`src/rtl/ff_write_arbiter.sv`:
```
// Round-robin arbiter in front of one shared W-bit register (Q/nQ).
// A winning requester may lock the register for up to MAXLOCK consecutive cycles.
module ff_write_arbiter #(
    parameter int NREQ    = 4,
    parameter int W       = 8,
    parameter int MAXLOCK = 8
) (
    input  logic              clk,
    input  logic              rst,
    input  logic [NREQ-1:0]   req,
    input  logic [NREQ-1:0]   lock,
    input  logic [NREQ*W-1:0] wdata,
    output logic [NREQ-1:0]   gnt,
    output logic [2:0]        owner,
    output logic              locked,
    output logic [W-1:0]      Q,
    output logic [W-1:0]      nQ
);
    localparam int IW = (NREQ > 1) ? $clog2(NREQ) : 1;
    localparam int CW = $clog2(MAXLOCK + 1);

    localparam logic [0:0] S_IDLE   = 1'b0;
    localparam logic [0:0] S_LOCKED = 1'b1;

    logic [0:0]      state_reg, state_next;
    logic [IW-1:0]   ptr_reg, ptr_next;
    logic [IW-1:0]   owner_reg, owner_next;
    logic [CW-1:0]   lockcnt_reg, lockcnt_next;
    logic [NREQ-1:0] gnt_reg, gnt_next;
    logic [W-1:0]    q_reg, q_next;
    logic            locked_reg, locked_next;

    // Candidate k for search slot gi is (ptr + 1 + gi) mod NREQ.
    logic [IW-1:0]   cand_idx [NREQ];
    logic [NREQ-1:0] cand_req;

    generate
        for (genvar gi = 0; gi < NREQ; gi++) begin : g_cand
            logic [IW:0] sum;
            assign sum          = {1'b0, ptr_reg} + (IW+1)'(gi + 1);
            assign cand_idx[gi] = IW'((sum >= (IW+1)'(NREQ)) ? (sum - (IW+1)'(NREQ)) : sum);
            assign cand_req[gi] = req[cand_idx[gi]];
        end
    endgenerate

    logic          win_valid;
    logic [IW-1:0] win_idx;

    always_comb begin
        win_valid = 1'b0;
        win_idx   = '0;
        for (int i = NREQ - 1; i >= 0; i--) begin
            if (cand_req[i]) begin
                win_valid = 1'b1;
                win_idx   = cand_idx[i];
            end
        end
    end

    logic timeout;
    assign timeout = (lockcnt_reg == CW'(MAXLOCK));

    always_comb begin
        state_next   = state_reg;
        ptr_next     = ptr_reg;
        owner_next   = owner_reg;
        lockcnt_next = lockcnt_reg;
        gnt_next     = '0;
        q_next       = q_reg;
        locked_next  = locked_reg;
        if (state_reg == S_IDLE) begin
            locked_next = 1'b0;
            if (win_valid) begin
                q_next     = wdata[win_idx*W +: W];
                gnt_next   = NREQ'(1) << win_idx;
                owner_next = win_idx;
                ptr_next   = win_idx;
                if (lock[win_idx]) begin
                    state_next   = S_LOCKED;
                    locked_next  = 1'b1;
                    lockcnt_next = CW'(1);
                end
            end
        end else begin
            lockcnt_next = lockcnt_reg + CW'(1);
            if (req[owner_reg]) begin
                q_next   = wdata[owner_reg*W +: W];
                gnt_next = NREQ'(1) << owner_reg;
            end
            // Release still lets this edge's write land; no relock in the same cycle.
            if (!lock[owner_reg] || timeout) begin
                state_next   = S_IDLE;
                locked_next  = 1'b0;
                lockcnt_next = '0;
                if (timeout) begin
                    ptr_next = owner_reg;
                end
            end
        end
    end

    always_ff @(posedge clk) begin
        if (rst) begin
            state_reg   <= S_IDLE;
            ptr_reg     <= IW'(NREQ - 1);
            owner_reg   <= '0;
            lockcnt_reg <= '0;
            gnt_reg     <= '0;
            q_reg       <= '0;
            locked_reg  <= 1'b0;
        end else begin
            state_reg   <= state_next;
            ptr_reg     <= ptr_next;
            owner_reg   <= owner_next;
            lockcnt_reg <= lockcnt_next;
            gnt_reg     <= gnt_next;
            q_reg       <= q_next;
            locked_reg  <= locked_next;
        end
    end

    assign gnt    = gnt_reg;
    assign owner  = 3'(owner_reg);
    assign locked = locked_reg;
    assign Q      = q_reg;
    assign nQ     = ~q_reg;
endmodule

```
`config.mk`:
```
export PLATFORM = sky130hd
export DESIGN_NAME = ff_write_arbiter
export DESIGN_NICKNAME = d
export VERILOG_FILES = /design/src/rtl/ff_write_arbiter.sv
export SDC_FILE = /design/constraint.sdc
export NUM_CORES = 1
export LEC_CHECK = 0
export CORE_MARGIN = 8
export CORE_UTILIZATION = 30
export CTS_BUF_LIST = sky130_fd_sc_hd__clkbuf_4
export DETAILED_ROUTE_END_ITERATION = 8
export GPL_TIMING_DRIVEN = 0
export PLACE_DENSITY = 0.59
export RECOVER_POWER = 50
export SLEW_MARGIN = 0
export SYNTH_ARGS = -nofsm -noshare
export SYNTH_HDL_FRONTEND = slang
export SYNTH_SLANG_ARGS = --single-unit
```
`constraint.sdc`:
```
create_clock -name clk -period 1.95 [get_ports clk]
set_clock_uncertainty 0.2 [all_clocks]
set_input_delay 0.39 -clock clk [delete_from_list [all_inputs] [get_ports clk]]
set_output_delay 0.39 -clock clk [all_outputs]
set_load 0.03 [all_outputs]
```
==> out/results.tsv <==
stage	metric	value	unit
pwr	vdd_drop_max	0.595	mV
drt	vias	1904	
floorplanning	row_count	26	
drt	routedWlPerCell	17.2	um
pwr	cellLeakagePower	1.05	nW
grt	antenna_found_initial	0	
yosys	synth.avg_cell_area	7.64	sq um
grt	grt_max_degree	14	
clock_tree	path_clk_slew	0.15	ns
hold_path	min_from	locked$_SDFFE_PP0P_	
yosys	synth_top_area_share	27.2	%
drt	drtIter0Drc	118	
floorplanning	fp.dieH	89.5	um
placed_design	dpl-instance-area	2430	sq um
worst_setup_path	slowest_delay	0.42	ns
placed_design	numPortBuffers	63	
yosys	synth.most_common_cell	nand2_1	
floorplanning	die_area	8010	sq um
clock_tree	clock-sinks	22	
yosys	syn_inst	212	
cells_and_area	fin_util	53.3	%
timing	period_share	102	%
worst_setup_path	critPathSlowestCell	or3_4	
worst_setup_path	cp.required	1.99	ns
worst_setup_path	critical_path.top_delay_family	compound AO/OA/AOI/OAI gates	
yosys	synth_edf_count	0	
yosys	ys_seq_elements	22	
timing	holdWs	0.294	ns
timing	hold_viol_final	0	
grt	grt_usage	15.2	%
yosys	ys_dominant_reg_cell	dfxtp_1	
clock_tree	cts_tree	yes	
outcome	failed_checks	negative setup slack	
cells_and_area	num_antenna_cells	0	
hold_path	whs_path_depth	2	
drt	drc_errors	0	
worst_setup_path	reg2reg_from	ptr_reg[1]$_SDFFE_PP1P_	
drt	ant_nets	0	
placed_design	dp_slack	-0.898	ns
yosys	ys_types	51	
worst_setup_path	setup.worst_path.end_class	flip-flop	
worst_setup_path	path_buf_inv	1	
floorplanning	pin_count	66	
timing	fin_crit	1.98	ns
timing	fmax	505	MHz
clock_tree	clockBufferDepth	2	
yosys	syn_nets	256	
drt	via_per_inst	5.25	
grt	grt_pass1_vias	1811	
floorplanning	coreArea	5170	sq um
clock_tree	cts_made_buffers	3	
yosys	synth_commonest_cells	24 x nand2_1, 22 x dfxtp_1, 19 x a21oi_1, 17 x nor2_1, 13 x inv_1	
yosys	synthesis.area	1620	sq um
placed_design	gp_congestion	0.868	
floorplanning	floorplan.initialDensity	31.3	%
floorplanning	die-width	89.5	um
worst_setup_path	cp_max_fo	8	
cells_and_area	fillers	496	
run	cap_violations	0	
grt	grt_pass1_wl	9.47	mm
drt	wl	6.25	mm
pwr	powerDensity	1400	nW/um^2
worst_setup_path	crit_start	ptr_reg[1]$_SDFFE_PP1P_	
clock_tree	insertion_delay	0.32	ns
timing	fin_ws	-0.0319	ns
cells_and_area	area_delta_synth_final	70.3	%
timing	rsz0062_at_grt	true	
cells_and_area	final_area	2760	sq um
worst_setup_path	reg2reg_depth	7	
outcome	status	finished, violations left	
yosys	ys.warnings.count	0	
clock_tree	htreeDepth	1	
timing	setup_viol	8	
worst_setup_path	critPathArrivalTime	2.02	ns
pwr	design_power_total	3.85	mW
hold_path	min_to	locked$_SDFFE_PP0P_	
worst_setup_path	worstSetupPathType	reg -> reg	
placed_design	dp_hpwl	4.46	mm
hold_path	hp-class	reg -> reg	
drt	first_pass_iters	4	
worst_setup_path	worstReg2RegEnd	Q[3]$_SDFFE_PP0P_	
worst_setup_path	reg2reg_slack	-0.03	ns
worst_setup_path	cp_cell_sequence	o211ai_1, o21ai_2, or3_4, buf_12, o221ai_4, nand2_1, a22o_1	
yosys	async_flop_share	0	%
grt	gr-total-overflow	0	
cells_and_area	nNetsFinal	338	
cells_and_area	largest_reg_flops	8	
yosys	synth_area_leaders	dfxtp_1 27%, a21oi_1 5.9%, nand2_1 5.6%	
cells_and_area	drive_gt1_share	25.9	%
timing	slew_violations	0	
yosys	synth_seq_area_share	27.2	%
clock_tree	cts_root_buf	clkbuf_4	
worst_setup_path	cp-start-kind	flip-flop	
yosys	synth_top_cell_by_area	dfxtp_1	
[per-layer routing]
| metal | share of wire, % | vias to the layer above | track usage (%) | routed length (um) |
|---|---|---|---|---|
| met2 | 45 | 60 | 22.6 | 2820 |
| met4 | 1.2 | 0 | 4.98 | 73 |
| met1 | 48 | 891 | 21.7 | 2980 |
| met5 | 0 | - | 0 | 0 |
| li1 | - | 947 | - | - |
| met3 | 6.0 | 6 | 2.11 | 374 |
[area by class of cell]
class                           instances  area (sq um)  share of cell area, %
Timing Repair Buffer                   78           678                   24.6
Inverter                               13          48.8                   1.77
Buffer                                 13           104                   3.76
Tap cell                               70          87.6                   3.17
Multi-Input combinational cell        163          1340                   48.5
Clock buffer                            3          22.5                  0.816
Sequential cell                        22           450                   16.3
Clock inverter                          1          30.0                   1.09
[cell usage in the layout, fill, tap and decap left out, types with 3 or more instances in the layout]
| cell type | instances |
|---|---|
| a21oi_1 | 18 |
| a22o_1 | 9 |
| a31oi_1 | 6 |
| buf_2 | 4 |
| buf_4 | 17 |
| clkbuf_1 | 7 |
| clkbuf_2 | 3 |
| clkbuf_4 | 4 |
| clkdlybuf4s50_1 | 37 |
| dfxtp_1 | 18 |
| dlygate4sd2_1 | 18 |
| inv_1 | 13 |
| nand2_1 | 21 |
| nand2b_1 | 4 |
| nand3_1 | 3 |
| nor2_1 | 15 |
| nor2_2 | 3 |
| nor3_1 | 7 |
| o21ai_0 | 8 |
| o21ai_1 | 3 |
| o21bai_1 | 7 |
| o221ai_4 | 6 |
[worst reg2reg max path, delay by kind of cell (launching register included)]
kind / cells / cell delay [ns]
DFF: 1 / 0.41
and+or+nand+nor: 2 / 0.49
buffers and inverters: 1 / 0.17
AOI/OAI and AO/OA: 4 / 0.63
[cell families after synthesis]
group | count (synthesis) | synth area share [%]
adders and majority gates | 2 | 1.54
xor gates and xnor gates | 1 | 0.541
buffers and inverters | 28 | 7.64
AOI/OAI and AO/OA | 83 | 37.3
muxes | 5 | 4.71
and+or+nand+nor | 70 | 20.8
other | 1 | 0.231
DFF | 22 | 27.2
[report_power, final]
group          total [mW]  switching (mW)  internal, mW
clock network       0.373           0.165         0.208
registers           0.752           0.134         0.617
logic                2.72            1.56          1.16
[through the flow]
step	instances	TNS [ns]
floorplan	212	-0.184
global placement	345	-14.88
detailed placement	345	-14.83
CTS	359	-0.503
global route	363	-0.877
finish	363	-0.163
[worst max-delay path by stage]
| stage | end | cells after the start |
|---|---|---|
| final | Q[3]$_SDFFE_PP0P_ | 7 |
| after global routing | Q[5]$_SDFFE_PP0P_ | 7 |
| after CTS | Q[4]$_SDFFE_PP0P_ | 6 |
| after detailed placement | ptr_reg[0]$_SDFFE_PP1P_ | 7 |
| after global placement | ptr_reg[0]$_SDFFE_PP1P_ | 7 |
| after floorplan | Q[7]$_SDFFE_PP0P_ | 7 |
[timing repair]
item                                    in CTS  in global routing
hold buffers                                 0                  0
pin swaps                                   20                 22
endpoints found under the setup margin      41                 24
gates resized for setup                     55                 35
setup buffers                               10                  5
gates cloned                                 0                  1
No activity file was read; power rests on OpenSTA's default activity.
